$ cat src/rtl/fnd_scan_ctrl.sv
// fnd_scan_ctrl: 4-digit common-anode FND scanner with frame snapshot, switch blanking and blink (iClk, iRst, iTick1kHz, iFndData, iBlinkMask, iDotMask -> oDigitSel, oSeg, oDp)
module fnd_scan_ctrl #(
  parameter int P_BLINK_HALF_MS = 500,
  parameter int P_BLANK_CYCLES  = 4
) (
  input  logic        iClk,
  input  logic        iRst,
  input  logic        iTick1kHz,
  input  logic [15:0] iFndData,
  input  logic [3:0]  iBlinkMask,
  input  logic [3:0]  iDotMask,
  output logic [3:0]  oDigitSel,
  output logic [6:0]  oSeg,
  output logic        oDp
);
  localparam logic [111:0] GLYPHS = {7'h0E, 7'h06, 7'h21, 7'h46, 7'h03, 7'h08, 7'h10, 7'h00,
                                     7'h78, 7'h02, 7'h12, 7'h19, 7'h30, 7'h24, 7'h79, 7'h40};
  logic [1:0]  idx, idxNxt;
  logic [7:0]  blankCnt, blankNxt;
  logic [9:0]  blinkCnt, blinkNxt;
  logic        blinkPhase, phaseNxt, blinkWrap, snap, dark;
  logic [15:0] snapData, dataNxt;
  logic [3:0]  snapBlink, maskNxt, snapDot, dotNxt, nib;
  logic [6:0]  glyph;
  always_comb begin
    idxNxt    = iTick1kHz ? idx + 2'd1 : idx;
    blankNxt  = iTick1kHz ? 8'(P_BLANK_CYCLES) : blankCnt - 8'(blankCnt != 8'd0);
    blinkWrap = iTick1kHz && blinkCnt == 10'(P_BLINK_HALF_MS - 1);
    blinkNxt  = iTick1kHz ? (blinkWrap ? 10'd0 : blinkCnt + 10'd1) : blinkCnt;
    phaseNxt  = blinkPhase ^ blinkWrap;
    snap      = iTick1kHz && idx == 2'd3;
    dataNxt   = snap ? iFndData : snapData;
    maskNxt   = snap ? iBlinkMask : snapBlink;
    dotNxt    = snap ? iDotMask : snapDot;
    nib       = dataNxt[4*idxNxt +: 4];
    glyph     = GLYPHS[7*nib +: 7];
    dark      = blankNxt != 8'd0 || (phaseNxt && maskNxt[idxNxt]);
  end
  always_ff @(posedge iClk) begin
    if (iRst) begin
      idx        <= 2'd0;
      blankCnt   <= 8'(P_BLANK_CYCLES);
      blinkCnt   <= 10'd0;
      blinkPhase <= 1'b0;
      snapData   <= 16'h0;
      snapBlink  <= 4'h0;
      snapDot    <= 4'h0;
      oDigitSel  <= 4'hF;
      oSeg       <= 7'h7F;
      oDp        <= 1'b1;
    end else begin
      idx        <= idxNxt;
      blankCnt   <= blankNxt;
      blinkCnt   <= blinkNxt;
      blinkPhase <= phaseNxt;
      snapData   <= dataNxt;
      snapBlink  <= maskNxt;
      snapDot    <= dotNxt;
      oDigitSel  <= dark ? 4'hF : ~(4'b0001 << idxNxt);
      oSeg       <= dark ? 7'h7F : glyph;
      oDp        <= dark | ~dotNxt[idxNxt];
    end
  end
endmodule

$ cat config.mk
export PLATFORM = sky130hd
export DESIGN_NAME = fnd_scan_ctrl
export DESIGN_NICKNAME = d
export VERILOG_FILES = /design/src/rtl/fnd_scan_ctrl.sv
export SDC_FILE = /design/constraint.sdc
export NUM_CORES = 1
export LEC_CHECK = 0
export BUFFER_PORTS_ARGS = -buffer_cell sky130_fd_sc_hd__buf_2
export CORE_UTILIZATION = 50
export DETAILED_ROUTE_END_ITERATION = 10
export PLACE_DENSITY_LB_ADDON = 0.05
export SYNTH_ARGS = -nofsm -noshare
export SYNTH_HDL_FRONTEND = slang
export SYNTH_SLANG_ARGS = --single-unit
$ cat constraint.sdc
create_clock -name iClk -period 5 [get_ports iClk]
set_input_delay 0.75 -clock iClk [delete_from_list [all_inputs] [get_ports iClk]]
set_output_delay 0.75 -clock iClk [all_outputs]
set_load 0.005 [all_outputs]
== After elaboration in Yosys (flattened, before gate mapping) ==
Index checks and enable logic that the tools add are counted.
Word-level totals
  flip-flop bits (word level): 57
  bits of input ports: 27
  output and inout port bits: 12
  word-level logic and storage cells: 41
Operators by class
  add/subtract/negate cells: 3
  $mul: 1
  order comparisons: 1
  eq/ne operators: 2
  shift operators: 3
  multiplexer cells: 10
  bitwise gates (word level): 4
  reductions and logical operators: 7
Operators by type and width (number)
  $shiftx 112x8->7 const A: 1
  $mux 16: 1
  $reduce_bool 8->1: 2
  $shiftx 16x5->4: 1
  $add 10x1->10 const B: 1
  $eq 10x9->1 const B: 1
  $mux 10: 1
  $mux 4: 2
  $mux 8: 1
  $sub 8x1->8: 1
  $mul 3x4->7 const A: 1
  $bmux 1 s2: 2
  $not 4->4: 1
  $shl 1x2->4 const A: 1
  $logic_and 1x1->1: 3
  $lt 2x3->1 const B: 1
  $add 2x1->2 const B: 1
  $eq 2x2->1 const B: 1
  $mux 1: 2
  $mux 2: 1
  $reduce_or 2->1: 1
  $logic_or 1x1->1: 1
  $not 1->1: 1
  $or 1x1->1: 1
  $xor 1x1->1: 1

== Logic depth before layout (Yosys ltp) ==
Gate-level depths: netlist of the first run.
  word-level depth: 8
  gate-level depth with buffers: 12

== Least setup slack after synthesis of the first run ==
OpenSTA, ideal clock, no wires.
  kind: input to register
  start point: input port iTick1kHz
  end point: register oSeg[3]
  library setup time: 0.069 ns
  arrival: 2.331 ns
  required time: 4.931 ns
  path slack: 2.600 ns
  cell stages on the path: 12
  path buffers: 2
  cells stage by stage: buf_6 > nand2_4 > buf_6 > mux2i_1 > o22ai_1 > or2_4 > inv_1 > ha_1 > inv_1 > mux2i_1 > nor2_1 > o21ai_1
Between the ends
  cells in the longest elaborated chain, start to end: 7
Ends and longest elaborated chain
  from (decl): RTL line 8  | input logic iTick1kHz,
  branches (longest 7 deep; another with $mul 3x4->7)
  to (signal assigned): RTL line 60  | oSeg <= dark ? 7'h7F : glyph;
  to (decl): RTL line 13  | output logic [6:0] oSeg,
Several ways; the timed one is not identified. The select of a mux whose other input is x is not followed.
A chain may end at the register's enable or synchronous reset.

== Worst setup path after layout of the first run ==
  start point: register idx[0]
  end point: register oSeg[6]
Between the ends
  cells in the longest elaborated chain, start to end: 8
Ends and longest elaborated chain
  from (decl): RTL line 18  | logic [1:0] idx, idxNxt;
  from (signal assigned): RTL line 52  | idx <= idxNxt;
  branches (longest 8 deep; another with $mul 3x4->7)
Several ways; the timed one is not identified. The select of a mux whose other input is x is not followed.

==> impl_metrics.json, run 1 <==
{
  "multi_input_area_mm2": 0.00148,
  "path_depth": 10,
  "critPathCaptureType": "flop",
  "clock_latency_ps": 330,
  "hold_class": "reg -> reg",
  "vias": 2165,
  "fin_setup_tns_ps": 0,
  "ctsResizeCount": 0,
  "finalInstanceArea_mm2": 0.00310,
  "r2r_start": "idx[0]",
  "place_area_mm2": 0.00293,
  "antenna_found_initial": 0,
  "initial_core_util_pct": 52.9,
  "via_per_inst": 5.35,
  "ir_worst_vdd_mv": 0.233,
  "clk_path_buf_depth": 2,
  "worstRegToRegCells": 10,
  "endpoint": "oSeg[6]",
  "grt_max_degree": 38,
  "async_flop_share_pct": 0,
  "critPathMostFrequentCell": "ha_1",
  "row_count": 26,
  "ys_warn_count": 0,
  "netlist.area_leader.share_pct": 41.5,
  "layout-drive-gt1-share_pct": 23.6,
  "die_h_um": 76.2,
  "cts_tree": "built",
  "p_leak_nw": 1.35,
  "avgSynthCellArea_um2": 9.36,
  "status": "complete, no violations",
  "fin_crit_ps": 2870,
  "ys_ff_latch": 57,
  "timing.rr.end": "oSeg[6]",
  "synthToLayoutAreaGrowth_pct": 12.7,
  "grt_usage_pct": 20.5,
  "gp_congestion": 0.853,
  "setup_viol": 0,
  "holdBufCountCts": 0,
  "numCtsBuffers": 9,
  "hold_path_startpoint": "snapData[0]",
  "max_freq_ghz": 0.348,
  "crit_slowest_cell": "ha_1",
  "core-area_mm2": 0.00520,
  "grt-ovfl-total": 0,
  "synth-seq-area-share_pct": 41.5,
  "switchingPower_mw": 0.242,
  "die_w_um": 76.2,
  "ios": 39,
  "netlist_instances": 294,
  "seqPwrFrac_pct": 49.9,
  "clkSinkCount": 57,
  "grt_pass1_vias": 2016,
  "port_buffers": 38,
  "synthFlopType": "dfxtp_1",
  "maxCapViolations": 0,
  "initialDrtViolationCount": 113,
  "rrSetupSlack_ps": 2130,
  "internal_power_mw": 0.712,
  "die_area_mm2": 0.00580,
  "start_kind": "flop",
  "clk_pin_slew_worst_paths_ps": 60,
  "relSlewSlack_pct": 60.4,
  "rsz0062_at_grt": "false",
  "sw_frac_of_total_pct": 25.4,
  "root_buffer": "clkbuf_8",
  "final_net_count": 367,
  "clockPowerShare_pct": 39.9,
  "htreeDepth": 3,
  "cp.buffers_inverters": 1,
  "synth-edff-count": 0,
  "drcViolationCount": 0,
  "cpPeakStageDelay_ps": 570,
  "path_cells": "ha_1 -> nand2_4 -> mux2i_1 -> or2_0 -> and4_4 -> inv_2 -> ha_1 -> nand2_1 -> o21a_1 -> o211ai_2",
  "critPathLaunch": "idx[0]",
  "routed_wl_mm": 5.45,
  "ant_nets": 0,
  "worst-path-max-fanout": 17,
  "synth_largest_area_cell": "dfxtp_1",
  "fillCellCount": 502,
  "synth_fp_nets": 331,
  "power_mw": 0.954,
  "pwr-share-comb_pct": 10.2,
  "drt_first_pass_iters": 4,
  "num_antenna_cells": 0,
  "hold_ws_ps": 490,
  "crit_family": "simple AND/OR/NAND/NOR gates",
  "syn_area_mm2": 0.00275,
  "cp.required_ps": 5210,
  "worstMarginPinSlew_ps": 594,
  "ys_types": 49,
  "grt_pass1_wl_mm": 9.27,
  "final_hold_viol_count": 0,
  "crit_arrival_ps": 3080,
  "register_area_mm2": 0.00114,
  "drv_slew": 0,
  "post_drt_wl_per_cell_um": 13.4,
  "fin_crit_sh_pct": 57.4,
  "p_per_area_mw_per_mm2": 307,
  "post-dp-hpwl_mm": 3.80,
  "cts_setup_buffers": 0,
  "skew_ps": 5.93,
  "criticalPathCategory": "reg -> reg",
  "synth_area_leaders": "dfxtp_1 (41%), mux2i_1 (6.9%), nor2_1 (5.7%)",
  "fin_util_pct": 59.6
}
[Yosys cell counts (2+ instances only)]
master	instances
nand4_1	5
o21ai_0	4
clkbuf_1	3
o21ai_1	8
o21a_1	2
ha_1	10
nor2_1	42
nand2b_1	2
a21boi_0	8
nand2_1	17
nor2b_1	5
nor3_1	5
buf_2	3
nor3b_2	3
o211ai_1	2
or3_1	3
or2_0	2
xnor2_1	3
inv_1	7
or2_2	4
and4_4	2
xor2_1	9
o22ai_1	14
a21oi_1	6
dfxtp_1	57
and3b_1	3
nor3_2	2
buf_6	6
and3_1	11
mux2i_1	19
nand3_1	2
o21ba_2	8
[stage by stage]
step	instances	setup slack (ps)
final	405	2130
after global routing	405	1880
after CTS	405	2130
after detailed placement	389	1970
after global placement	389	1990
after floorplan	294	2600
[worst min-delay path by stage]
stage | endpoint | depth (start not counted) | slack [ps]
after floorplan | snapData[0] | 2 | 450
after global placement | snapData[12] | 2 | 470
after detailed placement | snapData[0] | 2 | 480
after CTS | blinkCnt[9] | 2 | 490
after global routing | snapData[0] | 2 | 520
final | snapData[0] | 2 | 490
[flip-flops by register name, summed over array words and instances (netlist names)]
name / count
snapData: 16
snapDot: 4
blankCnt: 8
oDp: 1
blinkPhase: 1
idx: 2
oDigitSel: 4
oSeg: 7
snapBlink: 4
blinkCnt: 10
[worst min-delay path: stages, from the launching register on]
cell,delay [ps]
dfxtp_1,310
mux2i_1,70
nor2_1,70
[power groups by stage]
stage | sequential [mW] | clock (mW) | combinational (mW)
floorplan | 0.481 | 0 | 0.0779
detailed placement | 0.485 | 0 | 0.0979
CTS | 0.475 | 0.390 | 0.0988
global route | 0.477 | 0.411 | 0.112
global placement | 0.485 | 0 | 0.0980
finish | 0.476 | 0.381 | 0.0974
[cell usage in the layout (no fill, tap or decap), types with 7 or more instances in the layout]
master and count:
a21boi_0 8, nor2_1 42, and3_1 11, o21ai_1 8, ha_1 10, nand2_1 17
dfxtp_1 57, clkbuf_8 11, inv_1 7, xor2_1 9, buf_2 38, mux2i_1 19
o22ai_1 14, o21ba_2 8
[kinds of logic (layout without fill, tap and decap cells)]
group / after synthesis / count (layout) / share of synthesized area (%)
mux: 19 / 19 / 6.91
buf+inv: 21 / 62 / 4.77
compound gates: 59 / 59 / 15.2
simple gates: 116 / 116 / 23.3
fa+ha+maj: 10 / 10 / 4.55
flops: 57 / 57 / 41.5
xor+xnor: 12 / 12 / 3.82
[per-layer routing]
metal / track usage (%) / up-vias / part of all wire [%]
met5: 0 / - / 0
met4: 11.5 / 0 / 2.3
met3: 3.71 / 9 / 2.8
met2: 34.3 / 32 / 48
met1: 25.0 / 1014 / 47
li1: - / 1110 / -
[cell type report]
class	count	area share [%]
Multi-Input combinational cell	216	47.7
Clock buffer	13	5.12
Tap cell	70	2.82
Timing Repair Buffer	38	6.13
Sequential cell	57	36.8
Clock inverter	3	0.484
Inverter	8	0.968
Note: power is estimated with default switching activity, not from simulation.
==> run 2: changes to the inputs <==
clock period = 2.5 ns   (was 5 ns; I/O delays follow)
==> run 2 against run 1 <==
Routed wire length up 7.5%. Clock skew about the same. Worst setup slack worse by 2000 ps. Highest routed layer unchanged. Die area unchanged. Sequential share of layout area down 2.2 points. Flip-flop and latch count unchanged. Via count up 3.1%. Fmax up 24%. Combinational power rose to 2.6 times the previous value. Sequential power up 99%. Clock power up 140%.
==> impl_metrics.json, run 2 (synthesis results as in run 1) <==
{
  "status": "complete, no violations",
  "top_register": "snapData",
  "grt_max_degree": 32,
  "fin_setup_tns_ps": 0,
  "setup_viol": 0,
  "timing.rr.end": "oSeg[1]",
  "fillCellCount": 451,
  "max_freq_ghz": 0.431,
  "clk_pin_slew_worst_paths_ps": 70,
  "root_buffer": "clkbuf_8",
  "critPathCaptureType": "flop",
  "worstRegToRegCells": 10,
  "holdBufCountCts": 0,
  "layout-drive-gt1-share_pct": 30.6,
  "r2r_start": "blankCnt[5]",
  "core-area_mm2": 0.00520,
  "fin_crit_ps": 2320,
  "initialDrtViolationCount": 96,
  "cts_setup_buffers": 0,
  "endpoint": "oSeg[1]",
  "fin_util_pct": 63.7,
  "register_area_mm2": 0.00115,
  "path_depth": 10,
  "die_h_um": 76.2,
  "ios": 39,
  "drv_slew": 0,
  "drt_first_pass_iters": 4,
  "htreeDepth": 3,
  "grt-ovfl-total": 0,
  "ir_worst_vdd_mv": 0.401,
  "path_cells": "nor2_1 -> nand3_1 -> ha_2 -> ha_4 -> or4b_4 -> mux2i_1 -> a21oi_1 -> o21ai_2 -> and4_4 -> o311ai_2",
  "top_regs": "snapData: 16 flops, blinkCnt: 10 flops, blankCnt: 8 flops",
  "crit_slowest_cell": "or4b_4",
  "place_area_mm2": 0.00306,
  "worst-path-max-fanout": 6,
  "rrSetupSlack_ps": 180,
  "die_area_mm2": 0.00580,
  "pwr-share-comb_pct": 11.8,
  "row_count": 26,
  "grt_pass1_vias": 2178,
  "internal_power_mw": 1.60,
  "maxCapViolations": 0,
  "p_leak_nw": 1.45,
  "post_drt_wl_per_cell_um": 13.8,
  "skew_ps": 5.97,
  "via_per_inst": 5.28,
  "ant_nets": 0,
  "crit_arrival_ps": 2530,
  "largest_reg_flops": 16,
  "cpPeakStageDelay_ps": 470,
  "relSlewSlack_pct": 73.1,
  "clockPowerShare_pct": 43.8,
  "rsz0062_at_grt": "false",
  "start_kind": "flop",
  "final_hold_viol_count": 0,
  "synthToLayoutAreaGrowth_pct": 20.6,
  "mostFrequentLayoutCells": "dfxtp_1 (52), nor2_1 (41), buf_2 (38)",
  "critPathLaunch": "blankCnt[5]",
  "antenna_found_initial": 0,
  "crit_family": "simple AND/OR/NAND/NOR gates",
  "vias": 2232,
  "grt_pass1_wl_mm": 9.62,
  "p_per_area_mw_per_mm2": 641,
  "mostFrequentLayoutCell": "dfxtp_1",
  "final_net_count": 385,
  "grt_usage_pct": 21.3,
  "finalInstanceArea_mm2": 0.00332,
  "seqPwrFrac_pct": 44.5,
  "cp.required_ps": 2710,
  "worstMarginPinSlew_ps": 402,
  "gp_congestion": 0.865,
  "num_antenna_cells": 0,
  "initial_core_util_pct": 52.9,
  "switchingPower_mw": 0.524,
  "numCtsBuffers": 9,
  "port_buffers": 38,
  "cts_tree": "built",
  "clock_latency_ps": 330,
  "post-dp-hpwl_mm": 4.00,
  "drcViolationCount": 0,
  "multi_input_area_mm2": 0.00153,
  "fin_crit_sh_pct": 92.9,
  "routed_wl_mm": 5.85,
  "sw_frac_of_total_pct": 24.6,
  "die_w_um": 76.2,
  "clkSinkCount": 57,
  "cp.buffers_inverters": 0,
  "criticalPathCategory": "reg -> reg",
  "power_mw": 2.13,
  "clk_path_buf_depth": 2,
  "hold_class": "in -> reg",
  "ctsResizeCount": 0
}
run 2: cell types whose count changed in the layout (fill, tap and decap cells not counted), moves of 2 or more:
cell,before,now
buf_4,0,17
dfxtp_2,0,5
ha_1,10,8
bufinv_16,0,2
clkbuf_8,11,9
dfxtp_1,57,52
run 2: worst min path at each step:
| stage | end | slack [ps] | cells past startpoint | start |
|---|---|---|---|---|
| 2_1_floorplan | snapData[0] | 450 | 2 | snapData[0] |
| 3_3_place_gp | snapData[0] | 470 | 2 | snapData[0] |
| 3_5_place_dp | blinkCnt[9] | 480 | 2 | blinkCnt[9] |
| 4_1_cts | blankCnt[2] | 270 | 3 | iRst |
| 5_1_grt | snapData[4] | 310 | 3 | iFndData[4] |
| 6_report | snapData[8] | 300 | 3 | iFndData[8] |
run 2: worst reg2reg max path, cell delays in order (launching register included):
cell	delay [ps]
dfxtp_2	380
nor2_1	80
nand3_1	90
ha_2	210
ha_4	160
or4b_4	470
mux2i_1	160
a21oi_1	90
o21ai_2	160
and4_4	300
o311ai_2	110
run 2: stage by stage:
| stage | hold slack (ps) | cells | setup WS, ps |
|---|---|---|---|
| after CTS | 273 | 422 | 62.1 |
| final | 302 | 423 | 178 |
| after floorplan | 452 | 294 | 234 |
| after detailed placement | 477 | 406 | 80.4 |
| after global routing | 309 | 423 | 4.10 |
| after global placement | 470 | 406 | 129 |
run 2: layout make-up:
| class | count | area share (%) |
|---|---|---|
| repair buffers | 55 | 9.58 |
| multi-input cells | 217 | 46.0 |
| clock buffers | 10 | 3.85 |
| well taps | 70 | 2.64 |
| flip-flops and latches | 57 | 34.6 |
| inverters | 8 | 0.905 |
| clock inverters | 6 | 2.49 |
run 2: layer usage:
layer	part of all wire [%]	up-vias	wire length (um)	GRT usage [%]
met5	0	-	0	0
met4	1.8	0	106	12.5
met3	4.0	9	237	4.55
met2	47	43	2780	34.5
met1	47	1034	2730	26.1
li1	-	1146	-	-
run 2: power by group through the flow:
stage	clock network, mW	registers (mW)	logic (mW)
final	0.930	0.945	0.250
after floorplan	0	0.963	0.156
after CTS	0.957	0.943	0.232
after detailed placement	0	0.964	0.231
after global routing	0.990	0.947	0.280
after global placement	0	0.963	0.229
